File: config.mk
export PLATFORM = sky130hd
export DESIGN_NAME = dcmi_dma_burst
export DESIGN_NICKNAME = d
export VERILOG_FILES = /design/src/rtl/dcmi_pkg.sv /design/src/rtl/dcmi_sync_fifo.sv /design/src/rtl/dcmi_dma_burst.sv
export SDC_FILE = /design/constraint.sdc
export NUM_CORES = 1
export LEC_CHECK = 0
export ABC_CLOCK_PERIOD_IN_PS = 7100
export CAP_MARGIN = 10
export CORE_MARGIN = 5
export CORE_UTILIZATION = 55
export DETAILED_ROUTE_END_ITERATION = 7
export PLACE_DENSITY = 0.77
export SKIP_LAST_GASP = 1
export SYNTH_ARGS = -nofsm -noshare
export SYNTH_HDL_FRONTEND = slang
export SYNTH_HIERARCHICAL = 1
export SYNTH_SLANG_ARGS = --single-unit
export TNS_END_PERCENT = 100
File: constraint.sdc
create_clock -name clk -period 7.1 [get_ports clk]
set_clock_uncertainty 0.1 [all_clocks]
set_input_delay 1.42 -clock clk [delete_from_list [all_inputs] [get_ports clk]]
set_output_delay 1.42 -clock clk [all_outputs]
set_load 0.03 [all_outputs]
File: src/rtl/dcmi_pkg.sv
// Shared definitions for the DCMI-to-RAM burst writer.
// Holds the capture-mode encoding and the default parameter values
// used by dcmi_dma_burst and its buffer.
package dcmi_pkg;

    typedef enum logic {
        MODE_CIRC   = 1'b0,
        MODE_SINGLE = 1'b1
    } dma_mode_e;

    localparam int DW_DEF    = 32;
    localparam int AW_DEF    = 16;
    localparam int DEPTH_DEF = 8;
    localparam int OCW_DEF   = 8;

endpackage

File: src/rtl/dcmi_sync_fifo.sv
// Single-clock FIFO that buffers camera words ahead of the RAM writer.
// Ports:
//   clk, rst        clock and synchronous active-high reset (pointers only)
//   flush           empties the buffer; a push in the same cycle becomes entry 0
//   push, wdata     write one word (caller guarantees room, or flush)
//   pop             drop the head word (caller guarantees non-empty)
//   rdata           current head word
//   level           number of entries held
module dcmi_sync_fifo #(
    parameter int DW    = 32,
    parameter int DEPTH = 8
) (
    input  logic                     clk,
    input  logic                     rst,
    input  logic                     flush,
    input  logic                     push,
    input  logic                     pop,
    input  logic [DW-1:0]            wdata,
    output logic [DW-1:0]            rdata,
    output logic [$clog2(DEPTH):0]   level
);

    localparam int PW = $clog2(DEPTH);

    // Pointers carry one extra bit so full and empty are distinguishable.
    logic [PW:0]   wptr;
    logic [PW:0]   rptr;
    logic [PW-1:0] widx;
    logic [DW-1:0] mem [DEPTH];

    assign widx  = flush ? '0 : wptr[PW-1:0];
    assign rdata = mem[rptr[PW-1:0]];
    assign level = wptr - rptr;

    always_ff @(posedge clk) begin
        if (rst) begin
            wptr <= '0;
            rptr <= '0;
        end else if (flush) begin
            rptr <= '0;
            wptr <= {{PW{1'b0}}, push};
        end else begin
            if (push) wptr <= wptr + (PW+1)'(1);
            if (pop)  rptr <= rptr + (PW+1)'(1);
        end
    end

    // Storage is data only and carries no reset.
    always_ff @(posedge clk) begin
        if (push) mem[widx] <= wdata;
    end

endmodule

File: src/rtl/dcmi_dma_burst.sv
// Camera-interface to RAM burst writer. Incoming words are buffered and
// written one per acknowledged request to a configurable address region,
// either wrapping (circular) or stopping at the region end (single-shot).
// Ports:
//   clk, rst                  clock, synchronous active-high reset
//   block_en                  0 holds the block idle and cleared
//   mode                      0 circular, 1 single-shot (sampled at dcmi_start)
//   dcmi_start                frame start: flush, reload address, clear flags
//   dcmi_vld, dcmi_data       incoming word
//   dma_saddr, dma_len        region start and length (sampled at dcmi_start)
//   ram_wr_req/ack            write handshake; transfer when both high
//   ram_waddr, ram_wdata      write address and buffer head
//   buf_level                 entries buffered
//   ovfl_err, ovfl_cnt        sticky drop flag and saturating drop count
//   wrap_pulse                one cycle after a circular wrap
//   dma_done                  sticky single-shot completion
module dcmi_dma_burst
    import dcmi_pkg::*;
#(
    parameter int DW    = DW_DEF,
    parameter int AW    = AW_DEF,
    parameter int DEPTH = DEPTH_DEF,
    parameter int OCW   = OCW_DEF
) (
    input  logic                   clk,
    input  logic                   rst,
    input  logic                   block_en,
    input  logic                   mode,
    input  logic                   dcmi_start,
    input  logic                   dcmi_vld,
    input  logic [DW-1:0]          dcmi_data,
    input  logic [AW-1:0]          dma_saddr,
    input  logic [AW-1:0]          dma_len,
    output logic                   ram_wr_req,
    input  logic                   ram_wr_ack,
    output logic [AW-1:0]          ram_waddr,
    output logic [DW-1:0]          ram_wdata,
    output logic [$clog2(DEPTH):0] buf_level,
    output logic                   ovfl_err,
    output logic [OCW-1:0]         ovfl_cnt,
    output logic                   wrap_pulse,
    output logic                   dma_done
);

    localparam int LW = $clog2(DEPTH) + 1;

    function automatic logic [OCW-1:0] sat_inc(input logic [OCW-1:0] v);
        return (&v) ? v : v + OCW'(1);
    endfunction

    logic            clr;
    logic            full;
    logic            push;
    logic            drop;
    logic            xfer;
    logic [AW-1:0]   cfg_saddr;
    logic [AW-1:0]   cfg_len;
    dma_mode_e       cfg_mode;
    logic [AW-1:0]   end_addr;
    logic [DW-1:0]   head;

    assign clr  = rst | ~block_en;
    // Fullness is judged on the level before any same-cycle pop.
    assign full = (buf_level >= LW'(DEPTH));
    // A frame start flushes the buffer, so its word always fits.
    assign push = ~clr & dcmi_vld & (dcmi_start | ~full);
    assign drop = ~clr & ~dcmi_start & dcmi_vld & full;
    // Request depends only on registered state, never on ram_wr_ack.
    assign ram_wr_req = (buf_level != '0) & block_en & ~dma_done & (cfg_len != '0);
    assign xfer       = ram_wr_req & ram_wr_ack & ~dcmi_start;
    assign end_addr   = cfg_saddr + cfg_len - AW'(1);
    assign ram_wdata  = ram_wr_req ? head : '0;

    dcmi_sync_fifo #(
        .DW    (DW),
        .DEPTH (DEPTH)
    ) u_fifo (
        .clk   (clk),
        .rst   (clr),
        .flush (dcmi_start),
        .push  (push),
        .pop   (xfer),
        .wdata (dcmi_data),
        .rdata (head),
        .level (buf_level)
    );

    always_ff @(posedge clk) begin
        if (clr) begin
            cfg_saddr  <= '0;
            cfg_len    <= '0;
            cfg_mode   <= MODE_CIRC;
            ram_waddr  <= '0;
            ovfl_err   <= 1'b0;
            ovfl_cnt   <= '0;
            wrap_pulse <= 1'b0;
            dma_done   <= 1'b0;
        end else if (dcmi_start) begin
            cfg_saddr  <= dma_saddr;
            cfg_len    <= dma_len;
            cfg_mode   <= dma_mode_e'(mode);
            ram_waddr  <= dma_saddr;
            ovfl_err   <= 1'b0;
            ovfl_cnt   <= '0;
            wrap_pulse <= 1'b0;
            // An empty single-shot region is complete immediately.
            dma_done   <= (dma_mode_e'(mode) == MODE_SINGLE) && (dma_len == '0);
        end else begin
            wrap_pulse <= 1'b0;
            if (xfer) begin
                if (ram_waddr == end_addr) begin
                    if (cfg_mode == MODE_CIRC) begin
                        ram_waddr  <= cfg_saddr;
                        wrap_pulse <= 1'b1;
                    end else begin
                        dma_done <= 1'b1;
                    end
                end else begin
                    ram_waddr <= ram_waddr + AW'(1);
                end
            end
            if (drop) begin
                ovfl_err <= 1'b1;
                ovfl_cnt <= sat_inc(ovfl_cnt);
            end
        end
    end

endmodule

==> flow_summary.ini, run 1 <==
[detailed_routing]
wl_um = 33000
drtIter0Drc = 631
drcViolationCount = 0
wl_per_cell_um = 21.6
avgViaCountPerCell = 5.92
ant_nets = 0
vias = 9010
first_pass_iters = 5

[clocking]
clock_sinks = 327
path_clk_slew_ns = 0.06
ctsHtreeMaxLevel = 2
cts_hold_buf = 0
cts_root_buffer = clkbuf_16
clockBufferDepth = 3
ctsResizeCount = 0
numCtsBuffers = 34
clk_latency_ns = 0.52
tritoncts = done
cts_setup_buffers = 0

[timing]
grt_setup_unrepaired = no
max_slew_margin = 0.248
setup_viol = 0
fin_hold_ws_ns = 0.367
finalCriticalPeriod_ns = 5.53
hold_violations = 0
tns_ns = 0
maxSlewViolCount = 0
fmax_mhz = 181
worst_pin_slew_ns = 1.12
fin_crit_sh = 0.779

[worst_setup_path]
cp_max_fo = 30
rr_startpoint = cfg_len[1]
cp.arrival_ns = 4.01
crit_required_ns = 5.58
r2r_cells = 14
setup.worst_path.start_class = flip-flop
reg2reg_to = ram_waddr[2]
slowest_stage = clkdlybuf4s50_1
cp.depth = 9
path_cells = ha_1 -> a21o_1 -> a31oi_1 -> xnor2_1 -> nor4_1 -> nor4bb_4 -> buf_4 -> and2_1 -> clkdlybuf4s50_1
worst-path-buf-inv = 2
end_kind = primary output
cpPeakStageDelay_ns = 0.70
rrSetupSlack_ns = 2.73
worst-setup-path-type = flip-flop to primary output
crit_family = buffers and inverters

[synth]
syn-num-nets = 1131
synthTopCellsByArea = edfxtp_1 (52%), dfxtp_1 (9.6%), mux4_1 (7.1%)
yosysSeqAreaShare = 0.615
yosysWarnings = 6
synth_edf_count = 256
synth-async-reset-ratio = 0
synth_top_area_frac = 0.519
post_synth_inst_count = 1022
synth_seq_cells = 327
yosys.area.top_type = edfxtp_1
syn-cell-area_um2 = 14800
synth.distinct_cells = 64
ys.flop_type = edfxtp_1
syn_area_per_cell_um2 = 14.5

[final_layout]
drive_gt1_frac = 0.119
fin_nets = 1266
regArea_um2 = 9110
fin_cells = 1523
area_growth_pct = 18.7
n_fill_cell = 1916
final_util = 0.658
multi_input_area_um2 = 5240

[placement]
dp_hpwl_um = 19700
gp_congestion = 0.884
place_inst = 1462
placement.io_buffers = 134

[pwr]
power_uw = 4150
cellLeakagePower_uw = 0.00603
vdd_drop_max_v = 0.000243
power.density_nw_per_um2 = 236

[die]
dieArea_um2 = 30300
row_count = 60
die_w_um = 174
initial_core_util = 0.554
ios = 135
core_region_area_um2 = 26700
fp.dieH_um = 174

[hold_path]
hold_depth = 2
hold_class = flip-flop to flip-flop
hold_end = cfg_saddr[8]
worstHoldStart = cfg_saddr[8]

[grt]
grt_pass1_wl_um = 51400
antenna_found_initial = 3
grt_pass1_vias = 9045
grt_max_degree = 64
gr-total-overflow = 0
grt.total_usage = 0.216

[status]
outcome = completed

[job]
drv_cap = 0
## synth_stat cells (19+ instances only)
cell type	count
mux2i_1	34
clkbuf_1	26
mux4_1	40
xor2_1	26
dfxtp_1	71
nand3_1	19
nand2_1	58
mux4_2	24
edfxtp_1	256
mux2_2	32
inv_1	69
xnor2_1	24
ha_1	36
and2_1	35
nor2_1	73
a21oi_1	31
## logic make-up after synthesis
| kind of cell | count (synthesis) | share of synthesized area |
|---|---|---|
| flops | 327 | 0.615 |
| compound gates | 107 | 0.0468 |
| buf+inv | 119 | 0.0353 |
| fa+ha+maj | 38 | 0.0331 |
| simple gates | 249 | 0.0832 |
| xor+xnor | 50 | 0.0296 |
| mux | 132 | 0.157 |
## layer usage
| layer | part of all wire | wire [µm] | global-route usage |
|---|---|---|---|
| met1 | 0.42 | 13800 | 0.286 |
| met4 | 0.027 | 901 | 0.0690 |
| met5 | 0.0010 | 34 | 0 |
| met3 | 0.057 | 1880 | 0.0396 |
| met2 | 0.50 | 16300 | 0.366 |
## layout by cell type (no fill, tap or decap), types with 3 or more instances in the layout
cell	instances
a211oi_1	3
a21o_1	6
a21oi_1	31
a31oi_1	16
and2_1	35
and3_1	5
buf_4	13
bufinv_16	3
clkbuf_1	4
clkbuf_16	35
clkdlybuf4s50_1	133
clkinv_1	12
dfxtp_1	68
edfxtp_1	256
ha_1	36
inv_1	69
mux2_2	32
mux2i_1	34
mux4_1	40
mux4_2	24
nand2_1	58
nand3_1	19
nand4_1	11
nand4b_1	3
nor2_1	71
nor3_1	7
nor3_2	3
nor4_1	12
nor4_2	3
o21a_1	4
o21ai_0	16
o21ai_1	7
or3_1	5
or4_1	3
xnor2_1	24
xor2_1	26
## flip-flops by register name (all words and copies together) (netlist names), named ones only
name         cells
ovfl_err         1
u_fifo/mem     256
cfg_len         16
cfg_saddr       16
u_fifo/rptr      4
u_fifo/wptr      4
dma_done         1
ram_waddr       16
cfg_mode         1
wrap_pulse       1
ovfl_cnt         8
## worst max-delay path by stage
stage | startpoint | endpoint | slack, ns
after floorplan | block_en | u_fifo/mem[1][0] | 0.59
after global placement | block_en | ram_wdata[25] | 1.78
after detailed placement | block_en | ram_wdata[25] | 1.78
after CTS | u_fifo/wptr[2] | ram_wdata[25] | 1.53
after global routing | u_fifo/wptr[2] | ram_wdata[9] | 1.37
final | u_fifo/wptr[2] | ram_wdata[12] | 1.57
## worst register-to-register path, delay by kind of cell (launching register included)
family | cells | cell delay (ns)
mux | 1 | 0.46
simple gates | 4 | 1.48
fa+ha+maj | 3 | 0.91
buf+inv | 2 | 0.11
flops | 1 | 0.40
compound gates | 4 | 0.83
## per-stage QoR
step	worst slack, ns	area [µm²]
final	1.57	17600
after global routing	1.37	17600
after detailed placement	1.78	16500
after floorplan	0.592	14800
after CTS	1.53	17600
after global placement	1.78	16500
## area by class of cell
class,instances,area share
Antenna cell,1,0.000142
Clock buffer,41,0.0522
Clock inverter,19,0.0104
Inverter,71,0.0152
Multi-Input combinational cell,576,0.298
Sequential cell,327,0.518
Tap cell,341,0.0243
Timing Repair Buffer,147,0.0816
## power breakdown
group          total (µW)  switching [µW]  internal (µW)
Combinational         309             173            136
Sequential           2090            15.3           2080
Clock                1750             714           1030
No activity file was read; power rests on OpenSTA's default activity.
==> run 2: changes to the inputs <==
--- a/config.mk
+++ b/config.mk
@@ -5,7 +5,7 @@
 export SDC_FILE = /design/constraint.sdc
 export NUM_CORES = 1
 export LEC_CHECK = 0
-export ABC_CLOCK_PERIOD_IN_PS = 7100
+export ABC_CLOCK_PERIOD_IN_PS = 5100
 export CAP_MARGIN = 10
 export CORE_MARGIN = 5
 export CORE_UTILIZATION = 55
==> constraint.sdc (replaced) <==
create_clock -name clk -period 5.1 [get_ports clk]
set_clock_uncertainty 0.1 [all_clocks]
set_input_delay 1.02 -clock clk [delete_from_list [all_inputs] [get_ports clk]]
set_output_delay 1.02 -clock clk [all_outputs]
set_load 0.03 [all_outputs]
==> run 2 against run 1 <==
Via count is 1.5% lower. Total power is 37% higher. Critical path type unchanged. Hold slack improved by 0.0043 ns. Count of clock-buffer cells in the layout up 7. Largest power group unchanged. Non-clock buffer count rose by 8. Combinational power increased by 39%. First-iteration DRC count increased by 19%. Sequential power is 39% higher. Design area is 0.28% higher.
==> flow_summary.ini, run 2 (synthesis results as in run 1) <==
[clocking]
path_clk_slew_ns = 0.06
tritoncts = done
ctsResizeCount = 0
numCtsBuffers = 35
clockBufferDepth = 3
cts_setup_buffers = 0
clock_sinks = 327
ctsHtreeMaxLevel = 2
clk_latency_ns = 0.51
cts_hold_buf = 0
cts_root_buffer = clkbuf_16

[grt]
grt_pass1_vias = 8987
use_met3 = 0.0331
grt.total_usage = 0.212
use_met2 = 0.360
grt_busiest_layer = met2
gr-usage-met1 = 0.292
antenna_found_initial = 1
gr-total-overflow = 0
grt_max_degree = 71
grt_pass1_wl_um = 50600

[detailed_routing]
first_pass_iters = 5
avgViaCountPerCell = 5.80
vias = 8878
wl_um = 32300
wl_per_cell_um = 21.1
ant_nets = 0
drcViolationCount = 0
drtIter0Drc = 754

[hold_path]
hold_class = flip-flop to flip-flop
worstHoldStart = cfg_saddr[14]
hold_depth = 2
hold_end = cfg_saddr[14]

[die]
ios = 135
fp.dieH_um = 174
core_region_area_um2 = 26700
die_w_um = 174
row_count = 60
initial_core_util = 0.554
dieArea_um2 = 30300

[timing]
worst_pin_slew_ns = 1.09
hold_violations = 0
setup_viol = 0
fmax_mhz = 208
tns_ns = 0
finalCriticalPeriod_ns = 4.82
grt_setup_unrepaired = no
max_slew_margin = 0.269
maxSlewViolCount = 0
fin_crit_sh = 0.944

[placement]
gp_congestion = 0.867
dp_hpwl_um = 20600
placement.io_buffers = 134
place_inst = 1470

[final_layout]
largest_reg_flops = 256
fin_cells = 1532
area_growth_pct = 19.1
final_common_cell = edfxtp_1
drive_gt1_frac = 0.123
diodes = 0
top_register = u_fifo/mem
most-common-layout-cells = edfxtp_1 (256), clkdlybuf4s50_1 (133), nor2_1 (71)
fin_nets = 1275

[worst_setup_path]
rrSetupSlack_ns = 0.82
worst-setup-path-type = flip-flop to primary output
end_kind = primary output
crit_required_ns = 3.98
cp.arrival_ns = 3.70
rr_startpoint = cfg_len[1]
setup.worst_path.start_class = flip-flop
reg2reg_to = ram_waddr[7]
r2r_cells = 14
cp_max_fo = 31

[pwr]
cellLeakagePower_uw = 0.00606
power.density_nw_per_um2 = 322
vdd_drop_max_v = 0.000299

[status]
outcome = completed

[job]
drv_cap = 0
-- run 2: cell count changes in the layout (fill, tap and decap cells not counted), sizes merged --
| cell | previous run | this run |
|---|---|---|
| buf | 14 | 22 |
| clkbuf | 41 | 48 |
| bufinv | 3 | 1 |
| clkinv | 15 | 13 |
| clkinvlp | 1 | 0 |
| diode | 1 | 0 |
-- run 2: layout make-up --
class,instances,area [µm²]
flip-flops and latches,327,9110
inverters,71,267
well taps,341,427
repair buffers,155,1520
multi-input cells,576,5250
clock inverters,14,126
fillers,1873,9090
clock buffers,48,925
-- run 2: worst max-delay path by stage --
stage | startpoint | end | depth (start not counted)
after floorplan | block_en | u_fifo/mem[3][0] | 7
after global placement | u_fifo/wptr[2] | ram_wdata[29] | 9
after detailed placement | u_fifo/wptr[2] | ram_wdata[7] | 9
after CTS | u_fifo/wptr[2] | ram_wdata[16] | 9
after global routing | u_fifo/wptr[2] | ram_wdata[27] | 9
final | u_fifo/wptr[2] | ram_wdata[16] | 9
-- run 2: routing by layer --
| metal | share of wire | wire (µm) |
|---|---|---|
| met3 | 0.053 | 1720 |
| met4 | 0.019 | 598 |
| met5 | 0.00040 | 13 |
| met1 | 0.43 | 13900 |
| met2 | 0.50 | 16100 |
-- run 2: report_power, final --
part / switching [µW] / internal [µW]
sequential: 22.5 / 2890
combinational: 240 / 191
clock: 1000 / 1330
-- run 2: critical path, stage by stage, from the launching register on --
cell             delay, ns
dfxtp_1               0.61
ha_1                  0.35
a21o_1                0.17
a31oi_1               0.16
xnor2_1               0.22
nor4_1                0.14
nor4bb_4              0.30
buf_4                 0.34
and2_1                0.18
clkdlybuf4s50_1       0.68
-- run 2: per-stage QoR --
stage	total power, µW	utilization	hold WS, ns	area [µm²]	setup slack (ns)
after global routing	5900	0.660	0.384	17600	0.0401
after CTS	5730	0.660	0.369	17600	0.254
after global placement	3390	0.620	0.351	16600	0.901
after floorplan	3230	-	0.334	14800	0.0762
after detailed placement	3400	0.620	0.361	16600	0.836
final	5680	0.660	0.371	17600	0.284
